<file path="src/rtl/event_capture_arb_pkg.sv">
// Shared constants and helpers for the event capture arbiter.
// Timestamp capture is compiled in with EVENT_CAPTURE_ARB_TIMESTAMP_EN.
package event_capture_arb_pkg;

    localparam int unsigned NUM_CH_MIN = 2;
    localparam int unsigned NUM_CH_MAX = 16;

    // Width of a channel index; never narrower than one bit.
    function automatic int unsigned ch_idx_w(input int unsigned num_ch);
        return (num_ch < 2) ? 1 : $clog2(num_ch);
    endfunction

endpackage

</file>
<file path="src/rtl/event_capture_arb_if.sv">
// Request/payload inputs and presented-event outputs of the event capture arbiter.
interface event_capture_arb_if
    import event_capture_arb_pkg::*;
#(
    parameter int unsigned NUM_CH     = 4,
    parameter int unsigned DATA_WIDTH = 8,
    parameter int unsigned TS_WIDTH   = 16
);
    localparam int unsigned CH_W = ch_idx_w(NUM_CH);

    logic [NUM_CH-1:0]            ch_req;
    logic [NUM_CH*DATA_WIDTH-1:0] ch_sig;
    logic [NUM_CH-1:0]            ovf_clr;
    logic [NUM_CH-1:0]            ch_ovf;
    logic                         out_valid;
    logic                         out_ready;
    logic [DATA_WIDTH-1:0]        out_sig;
    logic [CH_W-1:0]              out_ch;
    logic [TS_WIDTH-1:0]          out_ts;

    modport master (
        output ch_req, ch_sig, ovf_clr, out_ready,
        input  ch_ovf, out_valid, out_sig, out_ch, out_ts
    );

    modport slave (
        input  ch_req, ch_sig, ovf_clr, out_ready,
        output ch_ovf, out_valid, out_sig, out_ch, out_ts
    );

endinterface

</file>
<file path="src/rtl/event_capture_arb_rr_arbiter.sv">
// Round-robin arbiter: one-hot grant plus index; priority rotates past the
// granted channel only when the grant is accepted.
module rr_arbiter
    import event_capture_arb_pkg::*;
#(
    parameter int unsigned NUM_CH = 4,
    localparam int unsigned CH_W  = ch_idx_w(NUM_CH)
) (
    input  logic              clk,
    input  logic              rst,
    input  logic [NUM_CH-1:0] i_req,
    input  logic              i_accept,
    output logic [NUM_CH-1:0] o_gnt,
    output logic [CH_W-1:0]   o_gnt_idx
);

    logic [CH_W-1:0] r_ptr;
    logic            w_hi_found;
    logic            w_lo_found;
    logic [CH_W-1:0] w_hi_idx;
    logic [CH_W-1:0] w_lo_idx;

    // Lowest requester at/after the pointer wins, else lowest one below it.
    always_comb begin
        w_hi_found = 1'b0;
        w_lo_found = 1'b0;
        w_hi_idx   = '0;
        w_lo_idx   = '0;
        for (int k = NUM_CH - 1; k >= 0; k--) begin
            if (i_req[k]) begin
                if (CH_W'(k) >= r_ptr) begin
                    w_hi_found = 1'b1;
                    w_hi_idx   = CH_W'(k);
                end else begin
                    w_lo_found = 1'b1;
                    w_lo_idx   = CH_W'(k);
                end
            end
        end
        o_gnt_idx = w_hi_found ? w_hi_idx : w_lo_idx;
        o_gnt     = '0;
        if (w_hi_found || w_lo_found) begin
            o_gnt[o_gnt_idx] = 1'b1;
        end
    end

    always_ff @(posedge clk) begin
        if (rst) begin
            r_ptr <= '0;
        end else if (i_accept && (|i_req)) begin
            r_ptr <= (o_gnt_idx == CH_W'(NUM_CH - 1)) ? '0 : o_gnt_idx + 1'b1;
        end
    end

endmodule

</file>
<file path="src/rtl/event_capture_arb.sv">
// Captures rising-edge events per channel into slots and presents them one at a
// time through a ready/valid stage. EVENT_CAPTURE_ARB_TIMESTAMP_EN adds timestamps.
module event_capture_arb
    import event_capture_arb_pkg::*;
#(
    parameter int unsigned NUM_CH     = 4,
    parameter int unsigned DATA_WIDTH = 8,
    parameter int unsigned TS_WIDTH   = 16
) (
    input logic                clk,
    input logic                rst,
    event_capture_arb_if.slave bus
);

    localparam int unsigned CH_W = ch_idx_w(NUM_CH);

    if (NUM_CH < NUM_CH_MIN || NUM_CH > NUM_CH_MAX) begin : g_bad_num_ch
        $error("event_capture_arb: NUM_CH out of range");
    end

    logic [NUM_CH-1:0]     r_req_prev;
    logic [NUM_CH-1:0]     r_pending;
    logic [NUM_CH-1:0]     r_ovf;
    logic [DATA_WIDTH-1:0] r_slot [NUM_CH];
    logic                  r_out_valid;
    logic [DATA_WIDTH-1:0] r_out_sig;
    logic [CH_W-1:0]       r_out_ch;

    logic [NUM_CH-1:0]     w_evt;
    logic [NUM_CH-1:0]     w_gnt;
    logic [NUM_CH-1:0]     w_gnt_take;
    logic [NUM_CH-1:0]     w_drop;
    logic [NUM_CH-1:0]     w_capture;
    logic [NUM_CH-1:0]     w_pending_d;
    logic [NUM_CH-1:0]     w_ovf_d;
    logic [CH_W-1:0]       w_gnt_idx;
    logic                  w_load;

    assign w_evt  = bus.ch_req & ~r_req_prev;
    assign w_load = (~r_out_valid | bus.out_ready) & (|r_pending);

    rr_arbiter #(
        .NUM_CH (NUM_CH)
    ) u_rr_arbiter (
        .clk       (clk),
        .rst       (rst),
        .i_req     (r_pending),
        .i_accept  (w_load),
        .o_gnt     (w_gnt),
        .o_gnt_idx (w_gnt_idx)
    );

    // A channel being granted this cycle frees its slot, so a new event there is kept.
    always_comb begin
        w_gnt_take  = w_load ? w_gnt : '0;
        w_drop      = w_evt & r_pending & ~w_gnt_take;
        w_capture   = w_evt & ~w_drop;
        w_pending_d = (r_pending & ~w_gnt_take) | w_capture;
        w_ovf_d     = (r_ovf & ~bus.ovf_clr) | w_drop;
    end

    always_ff @(posedge clk) begin
        if (rst) begin
            r_req_prev  <= '1;
            r_pending   <= '0;
            r_ovf       <= '0;
            r_out_valid <= 1'b0;
            r_out_sig   <= '0;
            r_out_ch    <= '0;
        end else begin
            r_req_prev <= bus.ch_req;
            r_pending  <= w_pending_d;
            r_ovf      <= w_ovf_d;
            if (w_load) begin
                r_out_valid <= 1'b1;
                r_out_sig   <= r_slot[w_gnt_idx];
                r_out_ch    <= w_gnt_idx;
            end else if (bus.out_ready) begin
                r_out_valid <= 1'b0;
            end
        end
    end

    // Slot contents are only meaningful while the pending bit is set.
    always_ff @(posedge clk) begin
        for (int k = 0; k < NUM_CH; k++) begin
            if (w_capture[k]) begin
                r_slot[k] <= bus.ch_sig[k*DATA_WIDTH +: DATA_WIDTH];
            end
        end
    end

`ifdef EVENT_CAPTURE_ARB_TIMESTAMP_EN
    logic [TS_WIDTH-1:0] r_ts_cnt;
    logic [TS_WIDTH-1:0] r_out_ts;
    logic [TS_WIDTH-1:0] r_ts_slot [NUM_CH];

    always_ff @(posedge clk) begin
        if (rst) begin
            r_ts_cnt <= '0;
            r_out_ts <= '0;
        end else begin
            r_ts_cnt <= r_ts_cnt + 1'b1;
            if (w_load) begin
                r_out_ts <= r_ts_slot[w_gnt_idx];
            end
        end
    end

    always_ff @(posedge clk) begin
        for (int k = 0; k < NUM_CH; k++) begin
            if (w_capture[k]) begin
                r_ts_slot[k] <= r_ts_cnt;
            end
        end
    end

    assign bus.out_ts = r_out_ts;
`else
    assign bus.out_ts = {TS_WIDTH{1'b0}};
`endif

    assign bus.ch_ovf    = r_ovf;
    assign bus.out_valid = r_out_valid;
    assign bus.out_sig   = r_out_sig;
    assign bus.out_ch    = r_out_ch;

endmodule

</file>
<file path="src/flat_wrapper.sv">
// flat-port wrapper written by rule: the top's interface ports become plain ports
module event_capture_arb_flat import event_capture_arb_pkg::*;
#(
    parameter int unsigned NUM_CH     = 4,
    parameter int unsigned DATA_WIDTH = 8,
    parameter int unsigned TS_WIDTH   = 16
)
  (clk, rst, bus_ch_req, bus_ch_sig, bus_ovf_clr, bus_out_ready, bus_ch_ovf, bus_out_valid, bus_out_sig, bus_out_ch, bus_out_ts);
  event_capture_arb_if #(.NUM_CH(NUM_CH), .DATA_WIDTH(DATA_WIDTH), .TS_WIDTH(TS_WIDTH)) bus_i ();
  input logic clk;
  input logic rst;
  input wire logic [$bits(bus_i.ch_req)-1:0] bus_ch_req;
  input wire logic [$bits(bus_i.ch_sig)-1:0] bus_ch_sig;
  input wire logic [$bits(bus_i.ovf_clr)-1:0] bus_ovf_clr;
  input wire logic [$bits(bus_i.out_ready)-1:0] bus_out_ready;
  output wire logic [$bits(bus_i.ch_ovf)-1:0] bus_ch_ovf;
  output wire logic [$bits(bus_i.out_valid)-1:0] bus_out_valid;
  output wire logic [$bits(bus_i.out_sig)-1:0] bus_out_sig;
  output wire logic [$bits(bus_i.out_ch)-1:0] bus_out_ch;
  output wire logic [$bits(bus_i.out_ts)-1:0] bus_out_ts;
  assign bus_i.ch_req = bus_ch_req;
  assign bus_i.ch_sig = bus_ch_sig;
  assign bus_i.ovf_clr = bus_ovf_clr;
  assign bus_i.out_ready = bus_out_ready;
  assign bus_ch_ovf = bus_i.ch_ovf;
  assign bus_out_valid = bus_i.out_valid;
  assign bus_out_sig = bus_i.out_sig;
  assign bus_out_ch = bus_i.out_ch;
  assign bus_out_ts = bus_i.out_ts;
  event_capture_arb #(.NUM_CH(NUM_CH), .DATA_WIDTH(DATA_WIDTH), .TS_WIDTH(TS_WIDTH)) u_core (.clk(clk), .rst(rst), .bus(bus_i));
endmodule
</file>
<file path="config.mk">
export PLATFORM = sky130hd
export DESIGN_NAME = event_capture_arb_flat
export DESIGN_NICKNAME = d
export VERILOG_FILES = /design/src/rtl/event_capture_arb_pkg.sv /design/src/rtl/event_capture_arb_if.sv /design/src/rtl/event_capture_arb_rr_arbiter.sv /design/src/rtl/event_capture_arb.sv /design/src/flat_wrapper.sv
export SDC_FILE = /design/constraint.sdc
export NUM_CORES = 1
export LEC_CHECK = 0
export ABC_AREA = 1
export CORE_MARGIN = 2
export CORE_UTILIZATION = 50
export DETAILED_ROUTE_END_ITERATION = 10
export PLACE_DENSITY = 0.9
export RECOVER_POWER = 100
export SYNTH_ARGS = -nofsm -noshare
export SYNTH_HDL_FRONTEND = slang
export SYNTH_HIERARCHICAL = 1
export SYNTH_SLANG_ARGS = --single-unit
</file>
<file path="constraint.sdc">
create_clock -name clk -period 3.45 [get_ports clk]
set_input_delay 0.5175 -clock clk [delete_from_list [all_inputs] [get_ports clk]]
set_output_delay 0.5175 -clock clk [all_outputs]
set_load 0.03 [all_outputs]
</file>
==> out/results.ini <==
[outcome]
status=completed

[setup_path]
critPathMaxFanout=34
path_class=flop to flop
cp_slowest_cell=dfxtp_1
r2r_start=u_core/r_pending[1]
slowest_delay_ps=440
startpoint_type=flop
critical_path_required_ps=3420
crit_family=buffers and inverters
critical_path.cell_chain=inv_1 -> nor2_1 -> inv_1 -> a21oi_1 -> nand2_1 -> inv_1 -> buf_4 -> ha_1 -> inv_1 -> nor2_1 -> nand3_1 -> a21oi_1 -> clkbuf_1
r2r_setup_slack_ps=550
worstPathArrival_ps=2860
crit_buf_inv=6
cp-end-kind=flop
r2r-end=u_core/r_slot[3][1]
reg2regPathDepth=13
crit_path_frequent_cell=inv_1
path_depth=13

[clock_network]
post_cts_buffers=0
cts_sinks=57
cts_root_buf=clkbuf_8
cts_max_path_buffers=2
numCtsBuffers=9
htreeDepth=3
cts_tree=done
cts_resized=0
path_clk_slew_ps=60
cts_hold_buf=0
clock_latency_ps=330

[grt]
grt-ovfl-total=0
grt_pass1_vias=2017
grt_pass1_wl_um=8970
grt_start_max_net_pins=35
track_usage=0.1933
antenna_found_initial=0

[yosys]
yosysSeqAreaShare=0.5316
syn-cell-area_um2=2749
muxShareOfSynthArea=0
synth_top_family_by_area=simple AND/OR/NAND/NOR gates
synth-xor-area-share=0
synth.ff_latch_count=57
yosys.area_share.simple=0.2503
synth_fa_ha_area_frac=0.01821
synth.avg_cell_area_um2=8.510
synth_compound_area_frac=0.05007
synthCells=323
ys_warn_count=6
ys_types=26

[pwr]
cellPowerDensity_nw_per_um2=521.8
ir_drop_mv=0.3404
p_leak_uw=0.001560

[worst_hold_path]
holdPathEnd=u_core/bus.ch_ovf[3]
holdCritStartpoint=u_core/bus.ch_ovf[3]
min_path_cells=2
hold_path.class=flop to flop

[floorplan]
die_h_um=78.15
num_rows=26
fp.coreArea_um2=5205
fp.dieW_um=78.15
die_area_um2=6107
initial_core_util=0.5281
io_pins=74

[timing]
skew_ps=9.315
fin_tns_setup_ps=0
finalSetupViolations=0
period_share=0.8392
hold_slack_ps=459.2
rsz0062_at_grt=no
slew_violations=0
min_period_ps=2895
relSlewSlack=0.3850
worst_pin_slew_ps=922.6
hold_viol=0
fmax_ghz=0.3454

[place]
post_dp_cell_area_um2=3278
port_buffers=57
hpwl_um=4015
routabilityCongestion=0.9016

[cells_and_area]
nets=430
syn2layout_area_growth_pct=26.35
final_cell_mix=nand2_1, nor2_1, inv_1
drive_gt1_frac=0.1082
fin_area_um2=3473
layout_commonest_cell=nand2_1
diodes=0
fillers=419

[route]
wirelength_um=5452
drt_first_iter_violations=141
vias=2115
drt-pass1-iter-count=5
drc=0
via_per_inst=4.618
wl_per_cell_um=11.90
ant_nets=0

[job]
drv_cap=0

-- registers in the layout, indices dropped and copies added (netlist names) --
signal / flops
u_core/r_slot: 32
u_core/bus.out_sig: 8
u_core/bus.ch_ovf: 4
u_core/r_pending: 4
u_core/r_req_prev: 4
u_core/bus.out_ch: 2
u_core/u_rr_arbiter/r_ptr: 2
u_core/bus.out_valid: 1
-- kinds of logic (layout without fill, tap and decap cells) --
logic type	count (synthesis)	in the layout
compound gates	24	24
fa+ha+maj	4	4
buf+inv	79	129
flops	57	57
other cells	1	16
simple gates	158	158
-- layer usage --
layer  GRT usage  vias to the layer above  routed length [µm]
met5           0                        -                   0
met4      0.1088                        0                 128
met3     0.05517                       14                 417
met2      0.3164                       95                2711
met1      0.2287                      938                2194
li1            -                     1068                   -
-- worst register-to-register path, cell delays in order, from the launching register on --
cell      delay [ps]
dfxtp_1          440
inv_1            120
nor2_1           160
inv_1             60
a21oi_1          150
nand2_1          140
inv_1            100
buf_4            310
ha_1             210
inv_1             60
nor2_1           110
nand3_1          120
a21oi_1          140
clkbuf_1         420
-- metrics by stage --
step / setup WS [ps] / std cells / util / power [µW]
final: 554.7 / 458 / 0.6673 / 1813
after global routing: 380.8 / 458 / 0.6673 / 1907
after CTS: 659.0 / 458 / 0.6700 / 1846
after detailed placement: 666.9 / 442 / 0.6298 / 1187
after global placement: 900.9 / 442 / 0.6298 / 1174
after floorplan: 1247 / 338 / - / 1091
-- cell usage after synthesis --
cell       n  area (µm²)
nand2_1   69       259.0
nor2_1    57       214.0
inv_1     52       195.2
edfxtp_1  32       960.9
dfxtp_1   25       500.5
buf_4     17       127.6
a21oi_1   14       70.07
nand2_2   11       68.82
nand3_1    7       35.03
a21oi_2    4       35.03
ha_1       4       50.05
nor2_2     4       25.02
or2_2      4       25.02
buf_2      3       15.01
buf_6      3       33.78
nand2_4    3       33.78
o21ai_1    3       15.01
nor2_4     2       22.52
o21ai_0    2       10.01
buf_12     1       20.02
clkbuf_1   1       3.750
conb_1     1       3.750
inv_2      1       3.750
inv_6      1       8.760
nor3_1     1       5.000
o31ai_1    1       7.510
-- power breakdown --
group | total, µW | internal, µW | switching (µW) | leakage (µW)
clock | 656 | 398 | 258 | 0.000104
combinational | 372 | 136 | 236 | 0.000957
sequential | 785 | 759 | 25.4 | 0.000499
-- final cells by class --
class / count / area, µm² / share of cell area
clock buffer: 9 / 123.9 / 0.03566
tap: 70 / 87.58 / 0.02522
sequential: 57 / 1461 / 0.4207
multi-input combinational: 202 / 925.9 / 0.2666
timing repair buffer: 59 / 581.8 / 0.1675
inverter: 54 / 207.7 / 0.05980
clock inverter: 7 / 85.08 / 0.02450
-- how the worst max path moves through the flow --
stage | start | to
after floorplan | u_core/r_pending[1] | u_core/r_slot[3][0]
after global placement | u_core/r_pending[2] | u_core/r_slot[2][4]
after detailed placement | u_core/r_pending[2] | u_core/r_slot[2][4]
after CTS | u_core/r_pending[2] | u_core/r_slot[2][5]
after global routing | u_core/r_pending[1] | u_core/r_slot[3][1]
final | u_core/r_pending[1] | u_core/r_slot[3][1]
(Power assumes the default switching activity.)
==> edit 1: new RTL, same flow settings <==
Build with the macro `EVENT_CAPTURE_ARB_TIMESTAMP_EN` defined.
--- a/src/rtl/event_capture_arb.sv
+++ b/src/rtl/event_capture_arb.sv
@@ -1,4 +1,6 @@
 // Captures rising-edge events per channel into slots and presents them one at a
 // time through a ready/valid stage. EVENT_CAPTURE_ARB_TIMESTAMP_EN adds timestamps.
+`define EVENT_CAPTURE_ARB_TIMESTAMP_EN
+
 module event_capture_arb
     import event_capture_arb_pkg::*;
Formal check against the unedited RTL: not equivalent (a bounded check fails within 4 cycles, from zero or initial values and one cycle with rst high).
==> edit 1 against the original RTL <==
Total power rose to 2.6 times the old value; hold slack improved by 1.3 ps; utilization is 4.2 points lower; setup slack worse by 160 ps; design area rose by 120%; synthesized cell count rose by 92%; area after synthesis rose by 130%; wire length grew to 2.8 times the old value; sequential cell count grew 96; critical path type is now input pin to flip-flop; largest cell class unchanged; largest power group unchanged.
==> edit 1: results (changes against the original RTL) <==
Worst setup path
  – Reg2reg setup slack: 420 ps (-130 ps)
  – Worst setup endpoint: u_core/u_rr_arbiter/r_ptr[1]
  – R2r startpoint: u_core/u_rr_arbiter/r_ptr[1]
  – Worst Path Max Fanout: 25 (-26%)
  – Critical Path AT: 3350 ps (+490 ps)
  – Worst reg-to-reg path cell count: 11 (-2)
  – FF-to-FF End: u_core/r_slot[2][4]
  – Crit path from: rst

Place
  – DP HPWL: 8.37 mm (+110%)
  – Area post-placement: 7210 um2 (+120%)
  – Number of port buffers: 73 (+28%)
  – Gpl congestion: 0.810 (-10%)

Cells and area
  – Filler instances: 877 (+110%)
  – Nets: 745 (+73%)
  – Proportion of layout cells with a drive suffix above 1: 10.1% (-0.68 points)
  – Area growth, synth to finish: 23.3%

Timing
  – Slew margin rel.: 4.94% (-34 points)
  – Clock Skew: 12.1 ps (+2.81 ps)

Detailed routing
  – DR vias/cell: 5.41 (+17%)
  – Iter 0 DRT Violations: 494 (+250%)
  – Met1 WL: 5.52 mm (+150%)
  – Aggregate routed wire length: 15.0 mm (+180%)
  – Met3 wire length: 1.28 mm (+210%)
  – Met2 wire length: 7.71 mm (+180%)

Yosys
  – Commonest cells post-synth: nor2_1, edfxtp_1, inv_1
  – Top cells by area, synth: edfxtp_1, dfxtp_1, nor2_1, inv_1, a21oi_1
  – Number of flops mapped to enable cells by yosys: 96 (+200%)

Power and ir drop
  – Maximum VDD drop: 392 uV (+15%)
  – LEAKAGE: 2.92 nW (+87%)
  – Cell internal pwr: 3.57 mW (+180%)

Clock network
  – H-tree level count: 4 (+1)
  – TritonCTS Buffers: 17 (+8)
  – Clock Latency Late Sink: 420 ps (+90 ps)
  – Clock Root Buffer: clkbuf_16

Status
  – Status: completed

Global route
  – Largest net degree at the start of global routing: 38 (+8.6%)
  – Vias in the first global route: 4,737 (+130%)

Min path
  – Worst hold start: u_core/bus.ch_ovf[0]
==> edit 1: cell types whose count changed after synthesis, sizes merged, moves of 6 or more <==
| cell | before | now |
|---|---|---|
| dfxtp | 25 | 57 |
| inv | 54 | 63 |
| clkbuf | 1 | 7 |
| edfxtp | 32 | 96 |
| a21oi | 18 | 47 |
| nand2 | 83 | 52 |
| o21ai | 5 | 53 |
| nor2 | 63 | 142 |
| nand3 | 7 | 40 |
| and2 | 0 | 24 |
==> edit 1: worst min-delay path by stage <==
stage | end | slack (ps) | cells after the start
4_1_cts | u_core/bus.ch_ovf[0] | 470 | 2
6_report | u_core/bus.ch_ovf[0] | 460 | 2
5_1_grt | u_core/bus.ch_ovf[1] | 480 | 2
3_5_place_dp | u_core/bus.ch_ovf[0] | 460 | 2
3_3_place_gp | u_core/bus.ch_ovf[0] | 450 | 2
2_1_floorplan | u_core/r_ts_cnt[0] | 450 | 1
==> edit 1: power by group through the flow <==
| stage | Sequential, mW | Clock [mW] | Combinational, mW |
|---|---|---|---|
| detailed placement | 2.13 | 0 | 0.734 |
| global route | 2.10 | 2.08 | 0.785 |
| CTS | 2.09 | 2.00 | 0.754 |
| global placement | 2.12 | 0 | 0.716 |
| floorplan | 2.21 | 0 | 0.411 |
| finish | 2.09 | 1.98 | 0.723 |
==> edit 1: area by class of cell <==
type                       instances  area share (%)
clock buffer                      19            5.55
clock inverter                    13            2.58
inverter                          63            3.06
multi-input combinational        378            23.9
sequential                       153            51.6
tap                              172            2.76
timing repair buffer              84            10.6
==> edit 1: logic make-up (layout without fill, tap and decap cells) <==
logic type / count (synthesis) / count (layout) / share of synthesized area (%)
xor+xnor: 3 / 3 / 0.416
buf+inv: 89 / 179 / 6.75
flops: 153 / 153 / 63.6
fa+ha+maj: 5 / 5 / 0.989
simple gates: 269 / 269 / 19.3
compound gates: 101 / 101 / 8.92
==> edit 1: routing by layer <==
layer / vias to the layer above / global-route usage [%]
met4: 0 / 12.5
met1: 2246 / 26.4
met3: 50 / 6.23
met5: - / 0
met2: 274 / 39.9
li1: 2206 / -
==> edit 1: through the flow <==
step / setup WS (ps) / instances
4_1_cts: 676 / 882
5_1_grt: 245 / 882
2_1_floorplan: 394 / 620
6_report: 397 / 882
3_3_place_gp: 802 / 850
3_5_place_dp: 699 / 850
==> edit 1: critical path, cell delays in order <==
cell and delay (ps):
dlygate4sd3_1 520, clkbuf_1 790, clkbuf_1 1110, inv_1 160, o21ai_0 180, nor2_1 80
==> edit 2: new RTL, same flow settings <==
Made on the original files. Take the reset off `r_pending` and load it in a clocked block of its own.
--- a/src/rtl/event_capture_arb.sv
+++ b/src/rtl/event_capture_arb.sv
@@ -63,5 +63,4 @@
         if (rst) begin
             r_req_prev  <= '1;
-            r_pending   <= '0;
             r_ovf       <= '0;
             r_out_valid <= 1'b0;
@@ -70,5 +69,4 @@
         end else begin
             r_req_prev <= bus.ch_req;
-            r_pending  <= w_pending_d;
             r_ovf      <= w_ovf_d;
             if (w_load) begin
@@ -80,4 +78,8 @@
             end
         end
+    end
+
+    always_ff @(posedge clk) begin
+        r_pending <= w_pending_d;
     end
 
Formal check against the unedited RTL: not equivalent (Yosys sat finds a counterexample within 4 cycles, from zero or initial values and one cycle with rst high).
==> edit 2 against the original RTL <==
Sequential cell count is the same; wire length rose by 0.44%; design area did not move; final cell count rose by 0.22%; setup slack improved by 17 ps; non-clock buffer count grew 1; synthesized cell count fell by 0.31%; via count fell by 2.6%; area after synthesis is 0.36% lower; sequential share of layout area is the same.
Power is not compared: it rests on default switching activity, and its combinational part moved more than twofold at a synthesized area within 25%.
==> edit 2: results (changes against the original RTL) <==
Cells and area
  – Diodes inserted: 0 (unchanged)
  – Max reg flops: 32 (unchanged)
  – Filler instances: 427 (+1.9%)
  – Proportion of layout cells with a drive suffix above 1: 11.1% (+0.23 points)
  – Largest reg by FF count: u_core/r_slot
  – Nets: 431 (+0.23%)

Power and ir drop
  – LEAKAGE: roughly 1.6 nW
  – Maximum VDD drop: about 500 uV

Clock network
  – Clock Latency Late Sink: between 300 and 400 ps
  – TritonCTS Buffers: 9 (unchanged)
  – Clk pin slew, worst setup/hold paths: 60 ps (about the same)
  – # resized after CTS: 0 (unchanged)
  – H-tree level count: 3 (unchanged)
  – Setup bufs post-CTS: 0 (unchanged)
  – Clock Root Buffer: clkbuf_8
  – Clk buf depth: 2 (unchanged)

Global route
  – Vias in the first global route: 2,083 (+3.3%)
  – Largest net degree at the start of global routing: 35 (unchanged)
  – Initial antenna violation count: 0 (unchanged)
  – Overall global routing resource usage: 20.2% (+0.86 points)
  – First-pass GRT wire length: 9.24 mm (+3.0%)

Yosys
  – Yosys warning count: 6 (unchanged)
  – Yosys cell types: 26 (unchanged)
  – Commonest cells post-synth: nand2_1, nor2_1, inv_1
  – FFs w/ async S/R, synth: 0% (unchanged)
  – Number of flops mapped to enable cells by yosys: 32 (unchanged)
  – Top cells by area, synth: edfxtp_1, dfxtp_1, nand2_1, nor2_1, inv_1
  – Post-synthesis sequential area ratio: 53.4% (+0.19 points)

Place
  – Number of port buffers: 57 (unchanged)
  – DP HPWL: 4.10 mm (+2.0%)
  – Gpl congestion: 0.792 (-12%)

Min path
  – Worst Hold Path EP: u_core/bus.ch_ovf[1]
  – Worst hold start: u_core/bus.ch_ovf[1]
  – Hold Path Depth: 2 (unchanged)
  – Worst min path class: flip-flop to flip-flop

Detailed routing
  – DR vias/cell: 4.49 (-2.8%)
  – DRT Pass-1 Iters: 4 (-1)
  – Iter 0 DRT Violations: 112 (-21%)
  – WL per Instance: 11.9 um (+0.22%)

Timing
  – Fin Hold WS: 464 ps (+4.69 ps)
  – Slew margin rel.: 41.3% (+2.8 points)
  – Clock Skew: 2.82 ps (-6.49 ps)

Worst setup path
  – Reg2reg setup slack: 570 ps (+20 ps)
  – Worst reg-to-reg path cell count: 13 (unchanged)
  – Critical Path AT: 2860 ps (about the same)
  – R2r startpoint: u_core/r_pending[1]
  – Worst Path Max Fanout: 34 (unchanged)
  – FF-to-FF End: u_core/r_slot[3][3]

Status
  – Status: completed
[edit 2: cell count changes in the layout (fill, tap and decap cells not counted), sizes merged]
cell | before | now
clkinv | 4 | 3
nand2 | 83 | 87
clkbuf | 10 | 12
a21oi | 18 | 14
[edit 2: how the worst max path moves through the flow]
stage / from / to / slack [ps]
floorplan: u_core/r_pending[1] / u_core/r_slot[3][0] / 1250
global route: u_core/r_pending[1] / u_core/r_slot[3][5] / 270
global placement: u_core/r_pending[2] / u_core/r_slot[2][7] / 900
finish: u_core/r_pending[1] / u_core/r_slot[3][3] / 570
CTS: u_core/r_pending[2] / u_core/r_slot[2][7] / 640
detailed placement: u_core/r_pending[2] / u_core/r_slot[2][3] / 660
[edit 2: cells by family after synthesis]
family	Yosys count	synth area share [%]
simple gates	162	25.7
other cells	1	0.137
compound gates	20	4.29
flops	57	53.4
buf+inv	78	14.7
fa+ha+maj	4	1.83
[edit 2: per-stage QoR]
stage / power, mW / util [%] / setup slack [ps] / cells / cell area [um2]
2_1_floorplan: 2.07 / - / 1250 / 337 / 2800
3_3_place_gp: 2.29 / 63.0 / 901 / 443 / 3280
3_5_place_dp: 2.37 / 63.0 / 664 / 443 / 3280
4_1_cts: 3.04 / 67.1 / 642 / 459 / 3490
5_1_grt: 3.23 / 66.7 / 275 / 459 / 3470
6_report: 2.98 / 66.7 / 572 / 459 / 3470
[edit 2: area by class of cell]
type	count	share of cell area [%]
clock buffer	10	3.67
clock inverter	6	2.38
inverter	54	5.98
multi-input combinational	202	26.5
sequential	57	42.1
tap	70	2.52
timing repair buffer	60	16.9
[edit 2: power by group]
part / internal (mW) / total (mW) / switching (mW)
Clock: 0.402 / 0.664 / 0.262
Sequential: 0.851 / 0.953 / 0.102
Combinational: 0.460 / 1.36 / 0.901
[edit 2: routing by layer]
metal	track usage, %	part of all wire (%)
met5	0	0
met4	8.77	2.9
met3	7.13	6.8
met2	33.4	49
met1	23.8	41
[edit 2: worst max-delay path, cell delays in order (launching register included)]
cell and delay [ps]:
dfxtp_1 410, inv_1 100, nor2_1 190, inv_1 70, a21oi_1 140, nand2_1 140, inv_1 110, buf_4 320
ha_1 210, inv_1 60, nor2_1 100, nand3_1 120, a21oi_1 140, clkbuf_1 400
